===== config.mk =====
export PLATFORM = sky130hd
export DESIGN_NAME = voice_mixer
export DESIGN_NICKNAME = d
export VERILOG_FILES = /design/src/rtl/voice_mixer.sv
export SDC_FILE = /design/constraint.sdc
export NUM_CORES = 1
export LEC_CHECK = 0
export BUFFER_PORTS_ARGS = -buffer_cell sky130_fd_sc_hd__buf_4
export CAP_MARGIN = 30
export CORE_ASPECT_RATIO = 1.2
export CORE_UTILIZATION = 30
export CTS_CLUSTER_DIAMETER = 100
export DETAILED_ROUTE_END_ITERATION = 10
export GPL_ROUTABILITY_DRIVEN = 0
export PLACE_DENSITY = 0.47
export SYNTH_ARGS = -nofsm -noshare
export SYNTH_HDL_FRONTEND = slang
export SYNTH_SLANG_ARGS = --single-unit

===== constraint.sdc =====
create_clock -name clk_i -period 12.34 [get_ports clk_i]
set_input_delay 1.234 -clock clk_i [delete_from_list [all_inputs] [get_ports clk_i]]
set_output_delay 1.234 -clock clk_i [all_outputs]
set_load 0.05 [all_outputs]

===== src/rtl/voice_mixer.sv =====
`default_nettype none
// ============================================================================
//  Module   : voice_mixer
//  Purpose  : Mixes VOICES 1-bit oscillator waves into one PWM audio output.
//             The voice popcount is integrated over each PWM period, scaled
//             by a 4-bit master volume, slew-limited to suppress clicks and
//             then used as the duty cycle of a single-pin PWM DAC.
//  Ports    :
//    clk_i         in   1         system clock
//    nrst_i        in   1         asynchronous active-low reset
//    oscIn_i       in   VOICES    oscillator waves, synchronous to clk_i
//    volume_i      in   4         master volume, 0 = silent, 15 = max
//    mute_i        in   1         force target level to 0 (still slewed)
//    pwm_o         out  1         PWM audio output
//    level_o       out  PWM_BITS  current duty value
//    periodStrb_o  out  1         1-cycle pulse when a new duty is latched
//  Revision : 1.0  initial release
// ============================================================================
module voice_mixer #(
    parameter int VOICES   = 4,   // power of two
    parameter int PWM_BITS = 8,   // period = 2**PWM_BITS clocks
    parameter int SLEW     = 4    // max duty step per period
) (
    input  logic                clk_i,
    input  logic                nrst_i,
    input  logic [VOICES-1:0]   oscIn_i,
    input  logic [3:0]          volume_i,
    input  logic                mute_i,
    output logic                pwm_o,
    output logic [PWM_BITS-1:0] level_o,
    output logic                periodStrb_o
);

    // ------------------------------------------------------------------------
    // Derived sizes
    // ------------------------------------------------------------------------
    localparam int LOG2V  = $clog2(VOICES);
    localparam int POP_W  = LOG2V + 1;            // holds 0..VOICES
    localparam int ACC_W  = PWM_BITS + LOG2V + 1; // holds 0..VOICES*2**PWM_BITS
    localparam int PROD_W = ACC_W + 4;            // level * volume

    localparam logic [PWM_BITS-1:0] C_CNT_MAX = '1;
    localparam logic [PWM_BITS-1:0] C_SLEW    = PWM_BITS'(SLEW);

    // ------------------------------------------------------------------------
    // State
    // ------------------------------------------------------------------------
    logic [PWM_BITS-1:0] cnt_q,  cnt_d;
    logic [ACC_W-1:0]    acc_q,  acc_d;
    logic [PWM_BITS-1:0] duty_q, duty_d;
    logic                pwm_q,  pwm_d;
    logic                strb_q, strb_d;

    // ------------------------------------------------------------------------
    // Combinational helpers
    // ------------------------------------------------------------------------
    logic [POP_W-1:0]    pop_w;
    logic [ACC_W-1:0]    sum_w;
    logic [PWM_BITS-1:0] target_w;
    logic                lastCycle_w;

    assign lastCycle_w = (cnt_q == C_CNT_MAX);

    // Number of voices that are high in this clock.
    always_comb begin
        pop_w = '0;
        for (int i = 0; i < VOICES; i++) begin
            pop_w = pop_w + POP_W'(oscIn_i[i]);
        end
    end

    // Period integral including the current cycle's contribution; this is
    // the value S that is used on the last cycle of the period.
    assign sum_w = acc_q + ACC_W'(pop_w);

    // target = ((S >> LOG2V) * volume) >> 4. The divide by VOICES is done
    // before the multiply so the rounding matches the reference formula.
    // The result never exceeds 2**PWM_BITS*15/16, so the truncation to
    // PWM_BITS drops only zero bits.
    always_comb begin
        target_w = '0;
        if (!mute_i) begin
            target_w = PWM_BITS'(
                ((PROD_W'(sum_w >> LOG2V)) * PROD_W'(volume_i)) >> 4);
        end
    end

    // ------------------------------------------------------------------------
    // Next-state logic
    // ------------------------------------------------------------------------
    always_comb begin
        cnt_d  = cnt_q + 1'b1;     // wraps max -> 0 naturally
        acc_d  = sum_w;
        duty_d = duty_q;
        strb_d = lastCycle_w;      // high while cnt == 0
        // Uses the registered duty, so a duty latched at the period edge
        // governs the comparison starting at cnt == 0.
        pwm_d  = (cnt_q < duty_q);

        if (lastCycle_w) begin
            acc_d = '0;
            // Slew limiter: step at most C_SLEW towards the target. Both
            // differences are taken only in the direction that cannot
            // underflow.
            if (target_w > duty_q) begin
                if ((target_w - duty_q) <= C_SLEW) begin
                    duty_d = target_w;
                end else begin
                    duty_d = duty_q + C_SLEW;
                end
            end else begin
                if ((duty_q - target_w) <= C_SLEW) begin
                    duty_d = target_w;
                end else begin
                    duty_d = duty_q - C_SLEW;
                end
            end
        end
    end

    // ------------------------------------------------------------------------
    // Registers
    // ------------------------------------------------------------------------
    always_ff @(posedge clk_i or negedge nrst_i) begin
        if (!nrst_i) begin
            cnt_q  <= '0;
            acc_q  <= '0;
            duty_q <= '0;
            pwm_q  <= 1'b0;
            strb_q <= 1'b0;
        end else begin
            cnt_q  <= cnt_d;
            acc_q  <= acc_d;
            duty_q <= duty_d;
            pwm_q  <= pwm_d;
            strb_q <= strb_d;
        end
    end

    // ------------------------------------------------------------------------
    // Outputs
    // ------------------------------------------------------------------------
    assign pwm_o        = pwm_q;
    assign level_o      = duty_q;
    assign periodStrb_o = strb_q;

endmodule
`default_nettype wire


==> impl_metrics.tcl, run 1 <==
set metrics [dict create \
    post_cts_resized 0 \
    numPortBuffers 20 \
    drt_pre_antenna_iters 7 \
    syn-instance-count 373 \
    slew_viol_final 0 \
    max-vdd-ir-drop_mv 0.0924 \
    hold_viol 0 \
    hold_buffers 0 \
    yosys_warnings 0 \
    r2r.worst_path.cells 26 \
    skew_ps 2.92 \
    worstPathRequired_ps 12500 \
    use_met3_pct 3.15 \
    period_needed_ps 8040 \
    ios 21 \
    cp-end-kind "register" \
    num-fill-cells 1090 \
    async_reset_ff_share_pct 100 \
    avgViaCountPerCell 4.96 \
    wire_per_inst_um 14.7 \
    p_leak_nw 1.77 \
    ant_nets 0 \
    period_share_pct 65.2 \
    cts_sinks 29 \
    yosys_register_bits 29 \
    grt_pass1_wl_um 13200 \
    cts_setup_buffers 0 \
    grt_max_degree 30 \
    slowest_delay_ps 700 \
    gr-usage-all-layers_pct 14.6 \
    grt_pass1_vias 2685 \
    rows 41 \
    syn_area_per_cell_um2 8.83 \
    fp.dieW_um 97.7 \
    cts_buffers 5 \
    path_class "in -> reg" \
    rsz0062_at_grt "false" \
    gr-total-overflow 0 \
    clk_latency_ps 280 \
    grt_antenna_before_repair 0 \
    fmax_ghz 0.124 \
    whs_path_depth 1 \
    status "finished with violations" \
    finalSetupTns_ps 0 \
    dp_hpwl_um 6210 \
    critPathSlowestCell "or4_2" \
    antenna_cells 0 \
    max_slew_margin_pct 54.7 \
    wl_um 7670 \
    yosysTopAreaCellShare_pct 22.0 \
    finalCoreUtilization_pct 34.9 \
    num_vias 2592 \
    synth.area.top_cells "dfrtp_1, ha_1, fa_1" \
    worstMarginPinSlew_ps 678 \
    drive_gt1_share_pct 11.7 \
    setup_viol_count_final 0 \
    cts_tree "done" \
    synth-seq-area-share_pct 22.0 \
    cp.arrival_ps 8200 \
    violations "DRC" \
    ff2ff_setup_slack_ps 5520 \
    die-area_um2 11400 \
    cp_max_fo 13 \
    cp-start-kind "primary input" \
    power_mw 0.749 \
    cts.htree.levels 2 \
    cts.clk_slew.worst_paths_ps 50 \
    synthFlopType "dfrtp_1" \
    synth_nets 439 \
    yosysTopAreaCell "dfrtp_1" \
    drc 6 \
    core_region_area_um2 10600 \
    drv_cap 0 \
    cts_buffer_depth 2 \
    drtIter0Drc 69 \
    layout.nets 459 \
    start_util_pct 31.0 \
    area_delta_synth_final_pct 12.6 \
    top_usage_layer "met2" \
    syn_area_um2 3290 \
    clockRootBuffer "clkbuf_16" \
    gr-usage-met1_pct 17.3 \
    synth.distinct_cells 63 \
    met2_usage_pct 27.1 \
    worst_path_most_repeated_cell "fa_1" \
    hold_class "reg -> reg" \
    p_per_area_nw_per_um2 202 \
    die_y_um 117 \
    synth_edf_count 0 \
]
-- kinds of logic after synthesis --
group | Yosys count | share of synthesized area [%]
xor gates and xnor gates | 25 | 6.65
adders and majority gates | 55 | 24.5
DFF | 29 | 22.0
buffers and inverters | 44 | 5.89
muxes | 2 | 1.03
AOI/OAI and AO/OA | 66 | 14.9
and+or+nand+nor | 152 | 25.0
-- per-layer routing --
metal	vias to the layer above	routed length (um)	share of wire, %
met3	6	214	2.8
met2	33	3890	51
met4	0	76	0.99
met1	1236	3490	46
met5	-	0	0
li1	1317	-	-
-- stage by stage --
| step | std cells | hold slack [ps] | worst slack [ps] | area [um^2] |
|---|---|---|---|---|
| floorplan | 373 | 455 | 4640 | 3290 |
| global placement | 515 | 502 | 4120 | 3550 |
| detailed placement | 515 | 499 | 3990 | 3550 |
| CTS | 523 | 505 | 4270 | 3710 |
| global route | 523 | 534 | 3870 | 3710 |
| finish | 523 | 507 | 4300 | 3710 |
-- sequential cells by signal, summed over array words and instances, names as in the netlist --
register	cells
acc_q	11
level_o	8
periodStrb_o	1
pwm_o	1
cnt_q	8
-- cell usage after synthesis (2+ instances only) --
| library cell | number |
|---|---|
| fa_1 | 16 |
| a211o_1 | 2 |
| xnor2_1 | 10 |
| clkbuf_1 | 2 |
| o31ai_1 | 3 |
| a311oi_1 | 2 |
| o21ai_1 | 5 |
| nand3_1 | 17 |
| nand4_1 | 4 |
| o21a_1 | 3 |
| nor2b_1 | 25 |
| nor2_1 | 33 |
| nand2b_1 | 11 |
| dfrtp_1 | 29 |
| xor2_1 | 15 |
| ha_1 | 39 |
| o21ai_0 | 5 |
| nand2_1 | 27 |
| or2_2 | 2 |
| nor3_1 | 4 |
| a21o_1 | 6 |
| a211oi_1 | 3 |
| o211ai_1 | 3 |
| o221ai_1 | 2 |
| and3_1 | 2 |
| or3_1 | 8 |
| o22ai_1 | 4 |
| a21oi_1 | 16 |
| buf_6 | 2 |
| and2_1 | 4 |
| inv_1 | 36 |
| nor3b_1 | 2 |
-- layout make-up --
type	instances	area (um^2)	share of cell area, %
Clock buffer	7	153	4.12
Clock inverter	1	5.00	0.135
Inverter	37	139	3.74
Multi-Input combinational cell	300	2370	64.0
Sequential cell	29	726	19.6
Tap cell	129	161	4.35
Timing Repair Buffer	20	150	4.05
-- worst max-delay path: cells and delay by family --
kind                     cells  cell delay [ps]
buffers and inverters        5              370
XOR/XNOR                     1              200
AO/OA/AOI/OAI                7             1520
AND/OR/NAND/NOR              7             1770
multiplexers                 1              330
adder cells (fa/ha/maj)      7             2780
-- cell usage in the layout (no fill, tap or decap), types with 2 or more instances in the layout --
master,instances
nand2_1,27
o21ai_1,5
inv_1,36
nand3_1,17
o31ai_1,3
o22ai_1,4
clkbuf_8,2
fa_1,16
a211oi_1,3
xnor2_1,10
o21ai_0,5
nand2b_1,11
buf_4,20
ha_1,39
nand4_1,4
clkbuf_16,5
a21oi_1,16
nor3_1,4
nor3b_1,2
a21o_1,6
xor2_1,15
a311oi_1,2
o211ai_1,3
a211o_1,2
or3_1,8
o21a_1,3
dfrtp_1,29
nor2_1,33
and3_1,2
and2_1,4
nor2b_1,25
or2_2,2
o221ai_1,2
-- power by group --
group | internal, mW | switching, mW | total (mW)
clock | 0.0853 | 0.0437 | 0.129
sequential | 0.109 | 0.0122 | 0.121
combinational | 0.208 | 0.291 | 0.499
-- path summary, 6_finish.rpt --
kind / start / to
min in group asynchronous: nrst_i / periodStrb_o$_DFF_PN0_
worst max register to register: acc_q[0]$_DFF_PN0_ / level_o[1]$_DFFE_PN0P_
max in group asynchronous: nrst_i / level_o[0]$_DFFE_PN0P_
worst max-delay path: oscIn_i[0] / level_o[1]$_DFFE_PN0P_
worst min-delay path: cnt_q[4]$_DFF_PN0_ / cnt_q[4]$_DFF_PN0_
worst min register to register: cnt_q[4]$_DFF_PN0_ / cnt_q[4]$_DFF_PN0_
Power figures use the tool's default switching activity.
==> run 2, diff against run 1 <==
==> constraint.sdc (replaced) <==
create_clock -name clk_i -period 8.15 [get_ports clk_i]
set_input_delay 0.815 -clock clk_i [delete_from_list [all_inputs] [get_ports clk_i]]
set_output_delay 0.815 -clock clk_i [all_outputs]
set_load 0.05 [all_outputs]
==> impl_metrics.tcl, run 2 (synthesis gave the netlist of run 1 again) <==
set metrics [dict create \
    num_vias 2634 \
    cts_sinks 29 \
    grt_antenna_before_repair 0 \
    core_region_area_um2 10600 \
    worstMarginPinSlew_ps 695 \
    start_util_pct 31.0 \
    path_class "in -> reg" \
    drv_cap 0 \
    final_cell_mix "ha_1, inv_1, nor2_1, dfrtp_1, nand2_1" \
    p_switching_mw 0.536 \
    worstPathRequired_ps 8290 \
    switching_share_pct 46.9 \
    grt_max_degree 30 \
    drive_gt1_share_pct 13.5 \
    ant_nets 0 \
    numPortBuffers 20 \
    setup_viol_count_final 0 \
    p_leak_nw 1.79 \
    period_share_pct 94.1 \
    finalSetupTns_ps 0 \
    cts_buffers 5 \
    drc 6 \
    largest_reg_flops 11 \
    skew_ps 8.63 \
    hold_class "in -> async" \
    violations "DRC" \
    cp_max_fo 7 \
    crit_start "oscIn_i[0]" \
    fmax_ghz 0.130 \
    worstReg2RegStart "acc_q[0]$_DFF_PN0_" \
    avgViaCountPerCell 4.98 \
    gr-total-overflow 0 \
    fp.dieW_um 97.7 \
    dp_slack_ps 173 \
    clk_latency_ps 280 \
    max-vdd-ir-drop_mv 0.155 \
    grt_pass1_wl_um 13000 \
    cts_setup_buffers 0 \
    largest-register "acc_q" \
    die_y_um 117 \
    num-fill-cells 1087 \
    rows 41 \
    cp-end-kind "register" \
    layout.nets 465 \
    slowest_delay_ps 660 \
    critPathSlowestCell "or4_2" \
    antenna_cells 0 \
    slew_viol_final 0 \
    period_needed_ps 7670 \
    clockRootBuffer "clkbuf_16" \
    drt_pre_antenna_iters 8 \
    power_frac_seq_pct 16.3 \
    power_mw 1.14 \
    cp.arrival_ps 7810 \
    multi_input_area_um2 2390 \
    max_slew_margin_pct 53.6 \
    p_per_area_nw_per_um2 304 \
    cts.clk_slew.worst_paths_ps 60 \
    clock_power_share_pct 15.7 \
    p_int_mw 0.607 \
    worst_path_most_repeated_cell "fa_1" \
    rsz0062_at_grt "false" \
    combPwrFrac_pct 68.0 \
    gr-usage-all-layers_pct 14.4 \
    wire_per_inst_um 14.6 \
    drtIter0Drc 89 \
    final_common_cell "ha_1" \
    wl_um 7720 \
    area_delta_synth_final_pct 13.9 \
    grt_pass1_vias 2578 \
    cts_tree "done" \
    setup_ws_ps 484 \
    status "finished with violations" \
    hold_viol 0 \
    cp-start-kind "primary input" \
    ios 21 \
    seqCellArea_um2 726 \
    die-area_um2 11400 \
    dp_hpwl_um 6240 \
    cts.htree.levels 2 \
    cts_buffer_depth 2 \
]
==> run 2: cell count changes in the layout (fill, tap and decap cells not counted) <==
cell,delta
clkinvlp_4,+1
clkinv_2,+1
xor2_1,-1
buf_4,+6
xor2_2,+1
xnor2_1,-1
clkbuf_8,-2
xnor2_2,+1
==> run 2: final timing paths <==
| check | to | slack [ps] | cells past startpoint |
|---|---|---|---|
| worst max-delay path | level_o[7]$_DFFE_PN0P_ | 480 | 29 |
| worst min-delay path | acc_q[2]$_DFF_PN0_ | 460 | 1 |
| worst max register to register | level_o[7]$_DFFE_PN0P_ | 1300 | 27 |
| worst min register to register | cnt_q[4]$_DFF_PN0_ | 500 | 1 |
| max in group asynchronous | acc_q[10]$_DFF_PN0_ | 7410 | 1 |
| min in group clk_i | cnt_q[4]$_DFF_PN0_ | 500 | 1 |
==> run 2: routing by layer <==
layer / up-vias / wire [um] / global-route usage [%]
li1: 1325 / - / -
met1: 1257 / 3570 / 17.6
met2: 43 / 3870 / 26.3
met3: 9 / 168 / 2.02
met4: 0 / 114 / 4.24
met5: - / 0 / 0
==> run 2: layout make-up <==
type / count / area share (%)
Clock inverter: 3 / 0.467
Multi-Input combinational cell: 300 / 63.7
Tap cell: 129 / 4.30
Clock buffer: 5 / 3.33
Timing Repair Buffer: 26 / 5.20
Inverter: 37 / 3.70
Sequential cell: 29 / 19.3
==> run 2: through the flow <==
step           instances  instance area (um^2)  util [%]  hold WS [ps]
6_report             529                  3750      35.3           461
5_1_grt              529                  3750      35.3           494
4_1_cts              529                  3740      35.2           472
3_5_place_dp         521                  3600      33.9           502
3_3_place_gp         521                  3600      33.9           490
2_1_floorplan        373                  3290         -           455
==> run 2: power groups by stage <==
stage | clock network [mW] | registers (mW) | logic [mW]
finish | 0.179 | 0.186 | 0.777
global route | 0.190 | 0.190 | 0.885
CTS | 0.183 | 0.185 | 0.774
detailed placement | 0 | 0.186 | 0.770
global placement | 0 | 0.186 | 0.764
floorplan | 0 | 0.181 | 0.617
==> run 2: critical path: cells and delay by family <==
| family | cells | cell delay, ps |
|---|---|---|
| AND/OR/NAND/NOR | 6 | 1540 |
| AO/OA/AOI/OAI | 9 | 2150 |
| XOR/XNOR | 1 | 200 |
| buffers and inverters | 6 | 450 |
| adder cells (fa/ha/maj) | 7 | 2660 |
==> run 2: timing repair <==
action / CTS / global route
gates resized for setup: 0 / 2
hold buffers: 0 / 0
setup endpoints to repair: 0 / 1
==> run 3, diff against run 2 <==
--- a/config.mk
+++ b/config.mk
@@ -12,7 +12,7 @@
 export CTS_CLUSTER_DIAMETER = 100
 export DETAILED_ROUTE_END_ITERATION = 10
 export GPL_ROUTABILITY_DRIVEN = 0
-export PLACE_DENSITY = 0.47
+export PLACE_DENSITY_LB_ADDON = 0.08
 export SYNTH_ARGS = -nofsm -noshare
 export SYNTH_HDL_FRONTEND = slang
 export SYNTH_SLANG_ARGS = --single-unit
==> constraint.sdc (replaced) <==
create_clock -name clk_i -period 8.61 [get_ports clk_i]
set_input_delay 0.861 -clock clk_i [delete_from_list [all_inputs] [get_ports clk_i]]
set_output_delay 0.861 -clock clk_i [all_outputs]
set_load 0.05 [all_outputs]
==> impl_metrics.tcl, run 3 (synthesis gave the netlist of run 1 again) <==
set metrics [dict create \
    status "finished with violations" \
    violations "DRC" \
    fp.dieW_um 97.7 \
    combPwrFrac_pct 67.5 \
    slowest_delay_ps 710 \
    final_area_um2 3700 \
    final_cell_mix "ha_1, inv_1, nor2_1, dfrtp_1, nand2_1" \
    p_int_mw 0.562 \
    rows 41 \
    cts_setup_buffers 0 \
    power_mw 1.07 \
    max_slew_margin_pct 55.6 \
    largest-register "acc_q" \
    cts.htree.levels 2 \
    start_util_pct 31.0 \
    num-fill-cells 1115 \
    numPortBuffers 20 \
    rsz0062_at_grt "false" \
    final_common_cell "ha_1" \
    hold_buffers 0 \
    fmax_ghz 0.130 \
    cp-end-kind "register" \
    hold_class "in -> async" \
    grt_pass1_vias 2600 \
    drt-met1-wl_um 3610 \
    cts_buffers 5 \
    cts_tree "done" \
    slew_viol_final 0 \
    num_vias 2608 \
    skew_ps 6.71 \
    worstPathRequired_ps 8750 \
    period_needed_ps 7720 \
    grt_pass1_wl_um 13300 \
    path_class "in -> reg" \
    ant_nets 0 \
    dpl_cell_area_um2 3560 \
    drt_pre_antenna_iters 8 \
    crit_start "oscIn_i[0]" \
    worstMarginPinSlew_ps 666 \
    post_cts_resized 0 \
    gr-total-overflow 0 \
    grt_antenna_before_repair 0 \
    highest_layer "met4" \
    die_y_um 117 \
    p_leak_nw 1.76 \
    grt_max_degree 30 \
    clockRootBuffer "clkbuf_16" \
    antenna_cells 0 \
    wire_per_inst_um 15.5 \
    critPathSlowestCell "or4_2" \
    cts.clk_slew.worst_paths_ps 50 \
    drv_cap 0 \
    gr-usage-all-layers_pct 15.0 \
    avgViaCountPerCell 4.98 \
    hold_viol 0 \
    die-area_um2 11400 \
    dp_hpwl_um 6520 \
    worst_path_most_repeated_cell "fa_1" \
    clk_latency_ps 280 \
    clock_power_share_pct 16.0 \
    cp-start-kind "primary input" \
    p_per_area_nw_per_um2 288 \
    drc 2 \
    max-vdd-ir-drop_mv 0.126 \
    cp.arrival_ps 7860 \
    worstReg2RegStart "acc_q[0]$_DFF_PN0_" \
    setup_viol_count_final 0 \
    cts_buffer_depth 2 \
    period_share_pct 89.6 \
    switching_share_pct 47.4 \
    dr_wl_met3_um 207 \
    wl_met2_um 4150 \
    drive_gt1_share_pct 11.9 \
    core_region_area_um2 10600 \
    drtIter0Drc 74 \
    p_switching_mw 0.506 \
    layout.nets 460 \
    cp_max_fo 13 \
    wl_um 8110 \
    ios 21 \
    area_delta_synth_final_pct 12.3 \
    largest_reg_flops 11 \
    finalSetupTns_ps 0 \
    cts_sinks 29 \
    power_frac_seq_pct 16.4 \
]
==> run 3: final timing paths <==
| path | endpoint | slack [ps] | cells past startpoint |
|---|---|---|---|
| min | acc_q[5]$_DFF_PN0_ | 510 | 1 |
| max | level_o[7]$_DFFE_PN0P_ | 890 | 29 |
| min in group clk_i | cnt_q[4]$_DFF_PN0_ | 510 | 1 |
| min reg2reg | cnt_q[4]$_DFF_PN0_ | 510 | 1 |
| max reg2reg | level_o[7]$_DFFE_PN0P_ | 1750 | 27 |
| max in group asynchronous | cnt_q[7]$_DFF_PN0_ | 7820 | 1 |
==> run 3: through the flow <==
stage	util (%)	hold slack (ps)	setup slack, ps	std cells
after detailed placement	33.5	501	594	516
after global routing	34.9	538	387	524
after floorplan	-	455	1280	373
after CTS	34.9	515	880	524
final	34.9	506	892	524
after global placement	33.5	501	664	516
==> run 3: layer usage <==
layer  GRT usage, %  up-vias
met3           2.20       11
met2           27.6       50
met5              0        -
li1               -     1315
met4           4.04        0
met1           18.5     1232
==> run 3: power groups by stage <==
stage	logic (mW)	registers (mW)	clock network, mW
5_1_grt	0.830	0.179	0.180
3_3_place_gp	0.726	0.178	0
4_1_cts	0.730	0.175	0.176
2_1_floorplan	0.584	0.172	0
3_5_place_dp	0.727	0.176	0
6_report	0.721	0.175	0.171
==> run 3: layout make-up <==
class | instances | area (um^2) | area share [%]
timing repair buffer | 21 | 158 | 4.26
clock buffer | 5 | 125 | 3.38
clock inverter | 3 | 17.5 | 0.473
sequential | 29 | 726 | 19.6
inverter | 37 | 139 | 3.75
multi-input combinational | 300 | 2370 | 64.2
tap | 129 | 161 | 4.36
==> run 3: critical path, delay by kind of cell <==
family	cells	cell delay, ps
fa+ha+maj	7	2780
compound gates	9	2030
simple gates	6	1530
xor+xnor	1	190
buf+inv	6	470
